==> src/rtl/mem_access_unit.sv <==
// mem_access_unit: memory-stage data-access unit of the 5-stage RV32I pipeline.
// Builds the word-aligned cache request, byte masks and lane-shifted store
// data from the effective address, runs the request/response handshake with
// the data cache, and holds the raw loaded word for capture into MEM/WB.
//
// Build option: define MEM_MISALIGN_TRAP_EN to raise trap on misaligned
// halfword/word accesses and suppress their request. Without it trap is 0
// and misaligned accesses issue with masks truncated to the current word.
module mem_access_unit (
  input  logic        clk,
  input  logic        rst,
  input  logic        valid_in,
  input  logic        is_load,
  input  logic        is_store,
  input  logic [2:0]  funct3,
  input  logic [31:0] alu_res,
  input  logic [31:0] rs2_data,
  input  logic        pipe_advance,
  input  logic        dmem_resp,
  input  logic [31:0] dmem_rdata,
  output logic        dmem_read,
  output logic        dmem_write,
  output logic [31:0] dmem_addr,
  output logic [3:0]  dmem_wmask,
  output logic [31:0] dmem_wdata,
  output logic [31:0] mem_rdata,
  output logic [31:0] addr_aligned,
  output logic [1:0]  bit_shift,
  output logic [3:0]  rmask,
  output logic [3:0]  wmask,
  output logic [31:0] write_data,
  output logic        trap,
  output logic        stall
);

  typedef enum logic [1:0] {
    IDLE = 2'b00,
    BUSY = 2'b01,
    DONE = 2'b10
  } state_t;

  state_t      state;
  state_t      state_nxt;
  logic [3:0]  size_mask;
  logic        is_mem;
  logic        need_access;
  logic        req_active;
  logic        stall_fsm;

  assign addr_aligned = {alu_res[31:2], 2'b00};
  assign bit_shift    = alu_res[1:0];
  assign is_mem       = valid_in & (is_load | is_store);

  // Byte-lane mask for the access width, shifted to the addressed lane.
  always_comb begin
    // NOTE: defaults first so every path assigns the output and no latch is inferred.
    size_mask = 4'b0000;
    case (funct3)
      3'b000, 3'b100: size_mask = 4'b0001 << bit_shift;
      3'b001, 3'b101: size_mask = 4'b0011 << bit_shift;
      3'b010:         size_mask = 4'b1111;
      default:        size_mask = 4'b0000;
    endcase
  end

`ifdef MEM_MISALIGN_TRAP_EN
  // Misaligned halfword (odd address) or word (any low bit set) traps.
  always_comb begin
    trap = 1'b0;
    if (is_mem) begin
      case (funct3)
        3'b001, 3'b101: trap = bit_shift[0];
        3'b010:         trap = (bit_shift != 2'b00);
        default:        trap = 1'b0;
      endcase
    end
  end
`else
  assign trap = 1'b0;
`endif

  assign need_access = is_mem & ~trap;
  assign req_active  = need_access & (state != DONE);

  assign rmask      = (need_access & is_load)  ? size_mask : 4'b0000;
  assign wmask      = (need_access & is_store) ? size_mask : 4'b0000;
  assign write_data = rs2_data << {bit_shift, 3'b000};

  assign dmem_addr  = addr_aligned;
  assign dmem_wmask = wmask;
  assign dmem_wdata = write_data;

  // Request strobes and stall are squashed while reset is asserted.
  assign dmem_read  = ~rst & req_active & is_load;
  assign dmem_write = ~rst & req_active & is_store;
  assign stall      = ~rst & stall_fsm;

  // Next-state and stall for the IDLE -> BUSY -> DONE access sequence.
  always_comb begin
    state_nxt = state;
    stall_fsm = 1'b0;
    case (state)
      IDLE: begin
        if (need_access) begin
          stall_fsm = 1'b1;
          state_nxt = dmem_resp ? DONE : BUSY;
        end
      end
      BUSY: begin
        stall_fsm = 1'b1;
        if (dmem_resp) state_nxt = DONE;
      end
      DONE: begin
        if (pipe_advance) state_nxt = IDLE;
      end
      default: state_nxt = IDLE;
    endcase
  end

  // State register and load-data capture on the completing response.
  always_ff @(posedge clk) begin
    // NOTE: sequential state uses non-blocking assignments so all registers update together.
    if (rst) begin
      state     <= IDLE;
      mem_rdata <= 32'h0;
    end else begin
      state <= state_nxt;
      if (req_active && is_load && dmem_resp) mem_rdata <= dmem_rdata;
    end
  end

endmodule

==> config.mk <==
export PLATFORM = sky130hd
export DESIGN_NAME = mem_access_unit
export DESIGN_NICKNAME = d
export VERILOG_FILES = /design/src/rtl/mem_access_unit.sv
export SDC_FILE = /design/constraint.sdc
export NUM_CORES = 1
export LEC_CHECK = 0
export CORE_AREA = 4 4 108 110
export DETAILED_ROUTE_END_ITERATION = 10
export DIE_AREA = 0 0 112 114
export GPL_ROUTABILITY_DRIVEN = 0
export GPL_TIMING_DRIVEN = 1
export PLACE_DENSITY = 0.75
export REMOVE_ABC_BUFFERS = 1
export SLEW_MARGIN = 20
export SYNTH_ARGS = -nofsm -noshare
export SYNTH_HDL_FRONTEND = slang
export SYNTH_SLANG_ARGS = --single-unit
==> constraint.sdc <==
create_clock -name clk -period 2.3 [get_ports clk]
set_input_delay 0.575 -clock clk [delete_from_list [all_inputs] [get_ports clk]]
set_output_delay 0.575 -clock clk [all_outputs]
set_load 0.01 [all_outputs]
==> flow_metrics.py, run 1 <==
metrics = {
    "pwr": {
        "leakagePower_uw": 0.001927,
        "power_density_mw_per_mm2": 389.2,
        "max-vdd-ir-drop_uv": 315.0,
        "finalPower_uw": 1734,
    },
    "setup_path": {
        "critical_path_arrival_ns": 1.71,
        "crit_fanout": 3,
        "end_kind": "output port",
        "reg2reg_slack_ns": 1.02,
        "r2r_start": "state[0]$_SDFFE_PP0P_",
        "reg2reg_depth": 4,
        "start_kind": "primary input",
        "path_class": "in -> out",
        "rr_endpoint": "mem_rdata[0]$_SDFFE_PP0P_",
        "required_ns": 1.73,
    },
    "floorplan": {
        "die_h_um": 114,
        "start_util": 0.2753,
        "fp.dieW_um": 112,
        "core_area_mm2": 0.01070,
        "fp.dieArea_mm2": 0.01277,
        "num_rows": 38,
        "io_pins": 284,
    },
    "clock_tree": {
        "clk_path_buf_depth": 2,
        "cts_made_buffers": 5,
        "path_clk_slew_ns": 0.07,
        "htreeDepth": 2,
        "cts-hold-fix-buffers": 0,
        "clock_latency_ns": 0.28,
        "clock-sinks": 34,
        "cts_tree": "done",
        "ctsRootBufferMaster": "clkbuf_8",
    },
    "global_routing": {
        "grt-ovfl-total": 0,
        "grt_pass1_vias": 2825,
        "track_usage": 0.1664,
        "grt_pass1_wl_um": 16640,
        "grt_antenna_before_repair": 0,
        "grt_max_degree": 66,
    },
    "route": {
        "routedWlPerCell_um": 19.00,
        "dr.pass1.iters": 4,
        "vias": 2728,
        "wl_um": 11540,
        "drc_errors": 0,
        "antenna_left": 0,
        "viasPerCell": 4.494,
        "drt_first_iter_violations": 161,
    },
    "finish": {
        "nets": 572,
        "final_common_cell": "clkdlybuf4s50_1",
        "fillers": 1072,
        "drive_above_1_share": 0.2184,
        "layout_common_cells": "101 x clkdlybuf4s50_1, 64 x nand2b_1, 47 x mux2i_1",
        "postLayoutCellArea_mm2": 0.004456,
        "num_antenna_cells": 0,
        "area_growth_pct": 51.27,
    },
    "synthesis": {
        "synth.largest_area_cell": "buf_4",
        "synth_area_leaders": "buf_4 27%, dfxtp_1 23%, mux2i_1 16%",
        "syn_area_mm2": 0.002945,
        "yosys_warnings": 0,
        "synthDistinctLibCells": 27,
        "yosysSeqAreaShare": 0.2311,
        "synth.avg_cell_area_um2": 8.227,
        "ys_ff_latch": 34,
        "synth_top_area_frac": 0.2651,
        "syn-instance-count": 358,
    },
    "sta": {
        "setup_viol": 0,
        "finalHoldViolCount": 0,
        "slew_viol_final": 0,
        "max_freq_mhz": 438.5,
        "clock_skew_ns": 0.004549,
        "rsz0062_at_grt": "true",
        "fin_crit_ns": 2.280,
        "min_period_over_period": 0.9914,
    },
    "place": {
        "hpwl_um": 9058,
        "portBuffers": 188,
        "place_area_mm2": 0.004334,
    },
    "min_path": {
        "hp-class": "reg -> reg",
        "whs_endpoint": "mem_rdata[16]$_SDFFE_PP0P_",
        "hold_depth": 2,
        "hp-start": "mem_rdata[16]$_SDFFE_PP0P_",
    },
    "run_status": {
        "status": "completed",
    },
    "run": {
        "cap_viol_max_count": 0,
    },
}
[area by class of cell]
class,count,area [um2],share of cell area
Clock inverter,1,5.005,0.001123
Multi-Input combinational cell,203,1485,0.3333
Sequential cell,34,680.7,0.1528
Tap cell,140,175.2,0.03931
Clock buffer,7,86.33,0.01938
Timing Repair Buffer,219,2012,0.4516
Inverter,3,11.26,0.002527
[state kept, by name, indices dropped and copies added, names as in the netlist]
signal     cells
state          2
mem_rdata     32
[power by group]
group / internal [uW] / switching, uW
sequential: 610 / 11.8
clock: 242 / 214
combinational: 364 / 293
total: 1220 / 518
[critical path: stages]
cell             delay [ns]
clkdlybuf4s50_1        0.50
mux2i_1                0.10
a21oi_1                0.23
dlygate4sd2_1          0.30
[cell families (layout without fill, tap and decap cells)]
logic type             after synthesis  count (layout)  synth area share
multiplexers                        48              48            0.1631
other                                1               5          0.001273
AO/OA/AOI/OAI                       33              33           0.06798
buffers and inverters              125             230            0.3046
AND/OR/NAND/NOR                    117             117            0.2320
flip-flops                          34              34            0.2311
[synth_stat cells]
library cell and count:
a21oi_1 10, nor3_4 1, and3b_1 1, inv_1 3, clkbuf_1 12, o31ai_1 1
mux2i_1 48, nor2_1 17, nand2_2 1, nand2b_1 64, and2_1 8, or3b_2 1
nand2_1 10, and2b_2 1, a211oi_1 8, o21a_1 1, conb_1 1, nor2b_1 10
buf_8 3, o31a_1 2, and2b_4 1, buf_4 104, nor3_1 2, dfxtp_1 34
o21bai_1 1, o21ai_0 10, buf_2 3
[metrics by stage]
step	setup TNS (ns)	cells	util	setup WS, ns	hold WS (ns)
2_1_floorplan	0	240	-	0.1499	0.4919
3_3_place_gp	-43.06	590	0.4051	-0.6826	0.4574
3_5_place_dp	-43.40	590	0.4051	-0.7228	0.4603
4_1_cts	-0.01906	603	0.4152	-0.01656	0.4796
5_1_grt	-0.03195	607	0.4165	-0.01106	0.4981
6_report	0	607	0.4165	0.01971	0.4738
[worst max-delay path by stage]
stage | from | to | slack (ns) | depth (start not counted)
after CTS | valid_in | dmem_write | -0.02 | 4
after detailed placement | funct3[1] | dmem_wmask[0] | -0.72 | 5
after floorplan | valid_in | mem_rdata[0]$_SDFFE_PP0P_ | 0.15 | 3
after global routing | rs2_data[28] | write_data[28] | -0.01 | 5
after global placement | funct3[1] | dmem_wmask[1] | -0.68 | 5
final | rs2_data[4] | write_data[28] | 0.02 | 4
[repair_timing]
action                     in CTS  in global routing
setup endpoints to repair      81                 39
gates cloned                    3                  0
hold endpoints to repair        0                  0
buffers inserted                2                  4
pin swaps                       6                  8
gates resized for setup       170                 61
[layer usage]
layer | vias up | share of wire | track usage | wire [um]
met5 | - | 0 | 0.04706 | 0
met4 | 0 | 0.024 | 0.04327 | 272
li1 | 1263 | - | - | -
met1 | 1230 | 0.41 | 0.1944 | 4680
met3 | 20 | 0.17 | 0.1279 | 1998
met2 | 215 | 0.40 | 0.2342 | 4584
Power figures use the tool's default switching activity.
==> inputs of run 2 (changes only) <==
Settings changed: CORE_AREA 4 4 108 110 to unset, CORE_ASPECT_RATIO set to 0.75, CORE_MARGIN set to 4, CORE_UTILIZATION set to 30, DIE_AREA 0 0 112 114 to unset, PLACE_DENSITY 0.75 to 0.81.
==> run 2 against run 1 <==
Net effect:
- power increased by 13%
- non-clock buffer count increased by 5
- via count is 0.70% lower
- final cell count down 0.49%
- clock skew increased by 0.00077 ns
- sequential power about the same
- setup slack got worse by 0.015 ns
- maximum frequency down 0.65%
- combinational power is essentially flat
- global-route usage increased by 2.7 points
- highest routed layer is now met5
==> flow_metrics.py, run 2 (synthesis results as in run 1) <==
metrics = {
    "place": {
        "hpwl_um": 9362,
        "place_ws_ns": -0.7013,
        "place_area_mm2": 0.004359,
        "portBuffers": 188,
    },
    "clock_tree": {
        "cts_made_buffers": 5,
        "ctsRootBufferMaster": "clkbuf_16",
        "clock_latency_ns": 0.27,
        "cts-hold-fix-buffers": 0,
        "clk_path_buf_depth": 2,
        "path_clk_slew_ns": 0.05,
        "cts_tree": "done",
        "clock-sinks": 34,
        "htreeDepth": 2,
    },
    "setup_path": {
        "critical_path_buf_inv_count": 5,
        "reg2reg_depth": 4,
        "required_ns": 1.73,
        "path_class": "in -> out",
        "crit_fanout": 6,
        "critical_path_arrival_ns": 1.72,
        "crit_path_cell_trace": "buf_2 > buf_6 > nor2b_1 > buf_4 > buf_4 > nand2_1 > o21ai_1 > dlygate4sd2_1",
        "crit_top_cell": "buf_4",
        "rr_endpoint": "mem_rdata[12]$_SDFFE_PP0P_",
        "path_delay_family": "buffers and inverters",
        "crit_slowest_cell": "dlygate4sd2_1",
        "reg2reg_slack_ns": 0.99,
        "start_kind": "primary input",
        "slowest_delay_ns": 0.31,
        "end_kind": "output port",
        "r2r_start": "state[0]$_SDFFE_PP0P_",
    },
    "global_routing": {
        "grt_pass1_vias": 2794,
        "grt_pass1_wl_um": 16730,
        "track_usage": 0.1933,
        "grt_antenna_before_repair": 0,
        "grt-ovfl-total": 0,
        "grt_max_degree": 66,
    },
    "route": {
        "vias": 2709,
        "antenna_left": 0,
        "dr.pass1.iters": 4,
        "viasPerCell": 4.485,
        "wl_um": 11770,
        "routedWlPerCell_um": 19.48,
        "drc_errors": 0,
        "drt_first_iter_violations": 79,
    },
    "floorplan": {
        "num_rows": 31,
        "core_area_mm2": 0.009619,
        "io_pins": 284,
        "start_util": 0.3062,
        "die_h_um": 93.81,
        "fp.dieW_um": 122.4,
        "fp.dieArea_mm2": 0.01148,
    },
    "finish": {
        "top_regs": "mem_rdata x32, state x2",
        "nets": 577,
        "final_common_cell": "clkdlybuf4s50_1",
        "layout_common_cells": "101 x clkdlybuf4s50_1, 64 x nand2b_1, 42 x mux2i_1",
        "num_antenna_cells": 0,
        "area_growth_pct": 53.53,
        "top_register": "mem_rdata",
        "drive_above_1_share": 0.2606,
        "largest_reg_flops": 32,
        "postLayoutCellArea_mm2": 0.004522,
    },
    "sta": {
        "setup_viol": 0,
        "clock_skew_ns": 0.005321,
        "setup_slack_ns": 0.004785,
        "slew_viol_final": 0,
        "rsz0062_at_grt": "true",
        "finalHoldViolCount": 0,
        "max_freq_mhz": 435.7,
        "fin_setup_tns_ns": 0,
        "fin_crit_ns": 2.295,
        "min_period_over_period": 0.9979,
    },
    "min_path": {
        "whs_endpoint": "mem_rdata[10]$_SDFFE_PP0P_",
        "hp-class": "reg -> reg",
        "hp-start": "mem_rdata[10]$_SDFFE_PP0P_",
        "hold_depth": 2,
    },
    "run_status": {
        "status": "completed",
    },
    "pwr": {
        "max-vdd-ir-drop_uv": 276.2,
        "power_density_mw_per_mm2": 433.7,
        "leakagePower_uw": 0.001897,
        "finalPower_uw": 1961,
    },
    "run": {
        "cap_viol_max_count": 0,
    },
}
run 2: cell types whose count changed in the layout (fill, tap and decap cells not counted), moves of 3 or more:
| cell | delta |
|---|---|
| clkdlybuf4s15_1 | +11 |
| clkbuf_2 | +18 |
| o21ai_0 | +4 |
| mux2i_1 | -5 |
| o21ai_1 | -3 |
| buf_6 | +3 |
| dlygate4sd2_1 | -22 |
| clkbuf_16 | +5 |
| mux2i_2 | +3 |
| clkbuf_8 | -5 |
run 2: where the power goes:
part           switching (uW)  internal [uW]
registers                11.8            611
logic                     289            368
clock network             254            429
run 2: worst register-to-register path, cell delays in order, from the launching register on:
cell and delay [ns]:
dfxtp_1 0.34, and2b_4 0.22, nor3_4 0.15, buf_12 0.25
mux2i_1 0.27
run 2: how the worst max path moves through the flow:
stage                      from                        end  slack [ns]  cells past startpoint
finish               alu_res[0]             write_data[22]       0.005                      8
global route         alu_res[0]             dmem_wdata[22]       -0.07                      8
CTS                 rs2_data[1]              write_data[9]       0.004                      5
floorplan              valid_in  mem_rdata[0]$_SDFFE_PP0P_        0.15                      3
global placement      funct3[1]              dmem_wmask[1]       -0.68                      5
detailed placement    funct3[1]                   wmask[1]       -0.70                      5
run 2: area by class of cell:
class,instances,area (um2)
clock inverter,2,12.51
fill,976,5097
clock buffer,6,138.9
sequential,34,680.7
inverter,3,11.26
tap,132,165.2
timing repair buffer,224,1988
multi-input combinational,203,1525
run 2: timing repair:
| item | CTS | global route |
|---|---|---|
| gates resized for setup | 173 | 86 |
| pin swaps | 6 | 3 |
| hold endpoints to repair | 0 | 0 |
| setup endpoints to repair | 81 | 55 |
| setup buffers | 3 | 1 |
| gates cloned | 2 | 0 |
run 2: layer usage:
| layer | GRT usage | part of all wire | vias to the layer above |
|---|---|---|---|
| met2 | 0.2652 | 0.42 | 168 |
| met1 | 0.2325 | 0.40 | 1238 |
| met5 | 0.05769 | 0.0042 | - |
| met3 | 0.1565 | 0.16 | 17 |
| met4 | 0.02982 | 0.015 | 2 |
| li1 | - | - | 1284 |
run 2: through the flow:
stage | std cells | hold slack [ns] | util
final | 604 | 0.4721 | 0.4701
after global routing | 604 | 0.4963 | 0.4701
after CTS | 603 | 0.4741 | 0.4771
after detailed placement | 590 | 0.4598 | 0.4532
after global placement | 590 | 0.4577 | 0.4532
after floorplan | 240 | 0.4919 | -
==> inputs of run 3 (changes only) <==
Settings changed: CORE_UTILIZATION 30 to 28, CTS_CLUSTER_DIAMETER set to 40, PLACE_DENSITY 0.81 to 0.79.
Clock period 2.3 ns to 1.98 ns, I/O delays scaled along.
==> run 3 against run 2 <==
Net effect:
- the flow now finishes with violations (negative setup slack)
- final cell count rose by 2.0%
- setup slack got worse by 0.089 ns
- final area rose by 4.4%
- non-clock buffer count rose by 8
- clock-buffer cell count did not move
- clock power rose by 51%
- via count rose by 3.5%
- sequential power rose by 16%
- critical path depth fell by 2
- die area rose by 6.6%
- power rose by 31%
- critical path type unchanged
- critical endpoint is now dmem_wmask[3]
- largest cell class unchanged
==> flow_metrics.py, run 3 (synthesis results as in run 1) <==
metrics = {
    "finish": {
        "seqCellArea_um2": 680.7,
        "fillers": 1013,
        "area_growth_pct": 60.24,
        "final_common_cell": "clkdlybuf4s50_1",
        "layout_common_cells": "85 x clkdlybuf4s50_1, 64 x nand2b_1, 51 x buf_2",
        "largest_reg_flops": 32,
        "top_register": "mem_rdata",
        "multi_input_area_mm2": 0.001672,
        "drive_above_1_share": 0.3833,
        "final_util": 0.4587,
        "top_regs": "mem_rdata x32, state x2",
        "num_antenna_cells": 0,
        "nets": 585,
    },
    "setup_path": {
        "path_class": "in -> out",
        "crit_slowest_cell": "or3b_4",
        "reg2reg_depth": 4,
        "end_kind": "output port",
        "start_kind": "primary input",
        "critical_path_arrival_ns": 1.57,
        "slowest_delay_ns": 0.43,
        "required_ns": 1.48,
        "crit_path_cell_trace": "buf_6 > or3b_4 > buf_6 > o31a_1 > nor2_1 > buf_2",
        "crit_fanout": 3,
        "critical_path_buf_inv_count": 3,
        "crit_top_cell": "buf_6",
        "cp.depth": 6,
        "path_delay_family": "simple AND/OR/NAND/NOR gates",
    },
    "clock_tree": {
        "clock_latency_ns": 0.27,
        "cts-hold-fix-buffers": 0,
        "clock-sinks": 34,
        "cts_tree": "done",
        "cts_made_buffers": 5,
        "ctsRootBufferMaster": "clkbuf_16",
        "path_clk_slew_ns": 0.05,
        "htreeDepth": 2,
        "clk_path_buf_depth": 2,
    },
    "run_status": {
        "status": "finished, violations left",
        "violations": "negative setup slack",
    },
    "sta": {
        "fin_setup_tns_ns": -0.3379,
        "setup_viol": 9,
        "max_freq_mhz": 484.5,
        "setup_slack_ns": -0.08402,
        "fin_crit_ns": 2.064,
        "whs_ns": 0.4738,
        "min_period_over_period": 1.042,
        "slew_viol_final": 0,
        "clock_skew_ns": 0.002329,
        "finalHoldViolCount": 0,
        "rsz0062_at_grt": "true",
    },
    "route": {
        "wl_um": 11910,
        "antenna_left": 0,
        "dr.pass1.iters": 4,
        "drc_errors": 0,
        "routedWlPerCell_um": 19.33,
        "viasPerCell": 4.554,
        "drt_first_iter_violations": 79,
        "vias": 2805,
    },
    "floorplan": {
        "fp.dieW_um": 126.4,
        "num_rows": 32,
        "die_h_um": 96.82,
        "core_area_mm2": 0.01029,
        "start_util": 0.2862,
        "fp.dieArea_mm2": 0.01224,
        "io_pins": 284,
    },
    "place": {
        "hpwl_um": 9153,
        "portBuffers": 188,
    },
    "global_routing": {
        "grt_antenna_before_repair": 0,
        "grt_max_degree": 66,
        "grt-ovfl-total": 0,
        "track_usage": 0.1823,
        "grt_pass1_vias": 2999,
        "grt_pass1_wl_um": 17440,
    },
    "pwr": {
        "leakagePower_uw": 0.002054,
        "finalPower_uw": 2577,
        "max-vdd-ir-drop_uv": 385.8,
        "power_density_mw_per_mm2": 546.1,
    },
    "min_path": {
        "hp-class": "reg -> reg",
        "hold_depth": 2,
    },
    "run": {
        "cap_viol_max_count": 0,
    },
}
run 3: changes by cell type in the layout (fill, tap and decap cells not counted), moves of 5 or more:
cell | before | now
o21ai_2 | 1 | 7
clkdlybuf4s15_1 | 15 | 1
clkdlybuf4s50_1 | 101 | 85
buf_2 | 13 | 51
buf_6 | 5 | 19
nor2_1 | 15 | 10
clkbuf_2 | 32 | 13
buf_4 | 26 | 31
nor2b_1 | 9 | 1
nor2b_4 | 0 | 7
run 3: report_power, final:
part           leakage [uW]  switching (uW)  internal (uW)
clock             0.0000971             276            755
sequential         0.000276            13.5            710
combinational       0.00168             372            451
run 3: path summary, 6_finish.rpt:
check | endpoint | slack [ns] | from
worst min register to register | mem_rdata[21]$_SDFFE_PP0P_ | 0.47 | mem_rdata[21]$_SDFFE_PP0P_
worst max register to register | mem_rdata[9]$_SDFFE_PP0P_ | 0.70 | state[0]$_SDFFE_PP0P_
worst max-delay path | dmem_wmask[3] | -0.08 | funct3[2]
worst min-delay path | mem_rdata[21]$_SDFFE_PP0P_ | 0.47 | mem_rdata[21]$_SDFFE_PP0P_
run 3: through the flow:
step | worst slack [ns] | instances | area, um2
2_1_floorplan | -0.09015 | 240 | 2074
3_3_place_gp | -0.8641 | 595 | 4384
3_5_place_dp | -0.9487 | 595 | 4384
4_1_cts | -0.08048 | 617 | 4603
5_1_grt | -0.1262 | 616 | 4720
6_report | -0.08402 | 616 | 4720
run 3: area by class of cell:
| cell class | count | area share |
|---|---|---|
| flip-flops and latches | 34 | 0.1442 |
| repair buffers | 232 | 0.4210 |
| inverters | 3 | 0.002386 |
| well taps | 136 | 0.03606 |
| clock inverters | 2 | 0.01273 |
| clock buffers | 6 | 0.02943 |
| multi-input cells | 203 | 0.3542 |
run 3: repair_timing:
| item | in CTS | in global routing |
|---|---|---|
| pin swaps | 15 | 12 |
| gates cloned | 1 | 0 |
| gates resized for setup | 354 | 75 |
| setup buffers | 14 | 1 |
| setup endpoints to repair | 81 | 65 |
run 3: layer usage:
layer | part of all wire | track usage
met5 | 0.0073 | 0.06303
met2 | 0.47 | 0.2789
met1 | 0.40 | 0.2207
met4 | 0.013 | 0.03133
met3 | 0.10 | 0.1049
run 3: worst reg2reg max path, cell delays in order (launching register included):
cell	delay [ns]
dfxtp_1	0.32
and2b_4	0.21
nor3_4	0.20
buf_12	0.23
mux2i_1	0.24
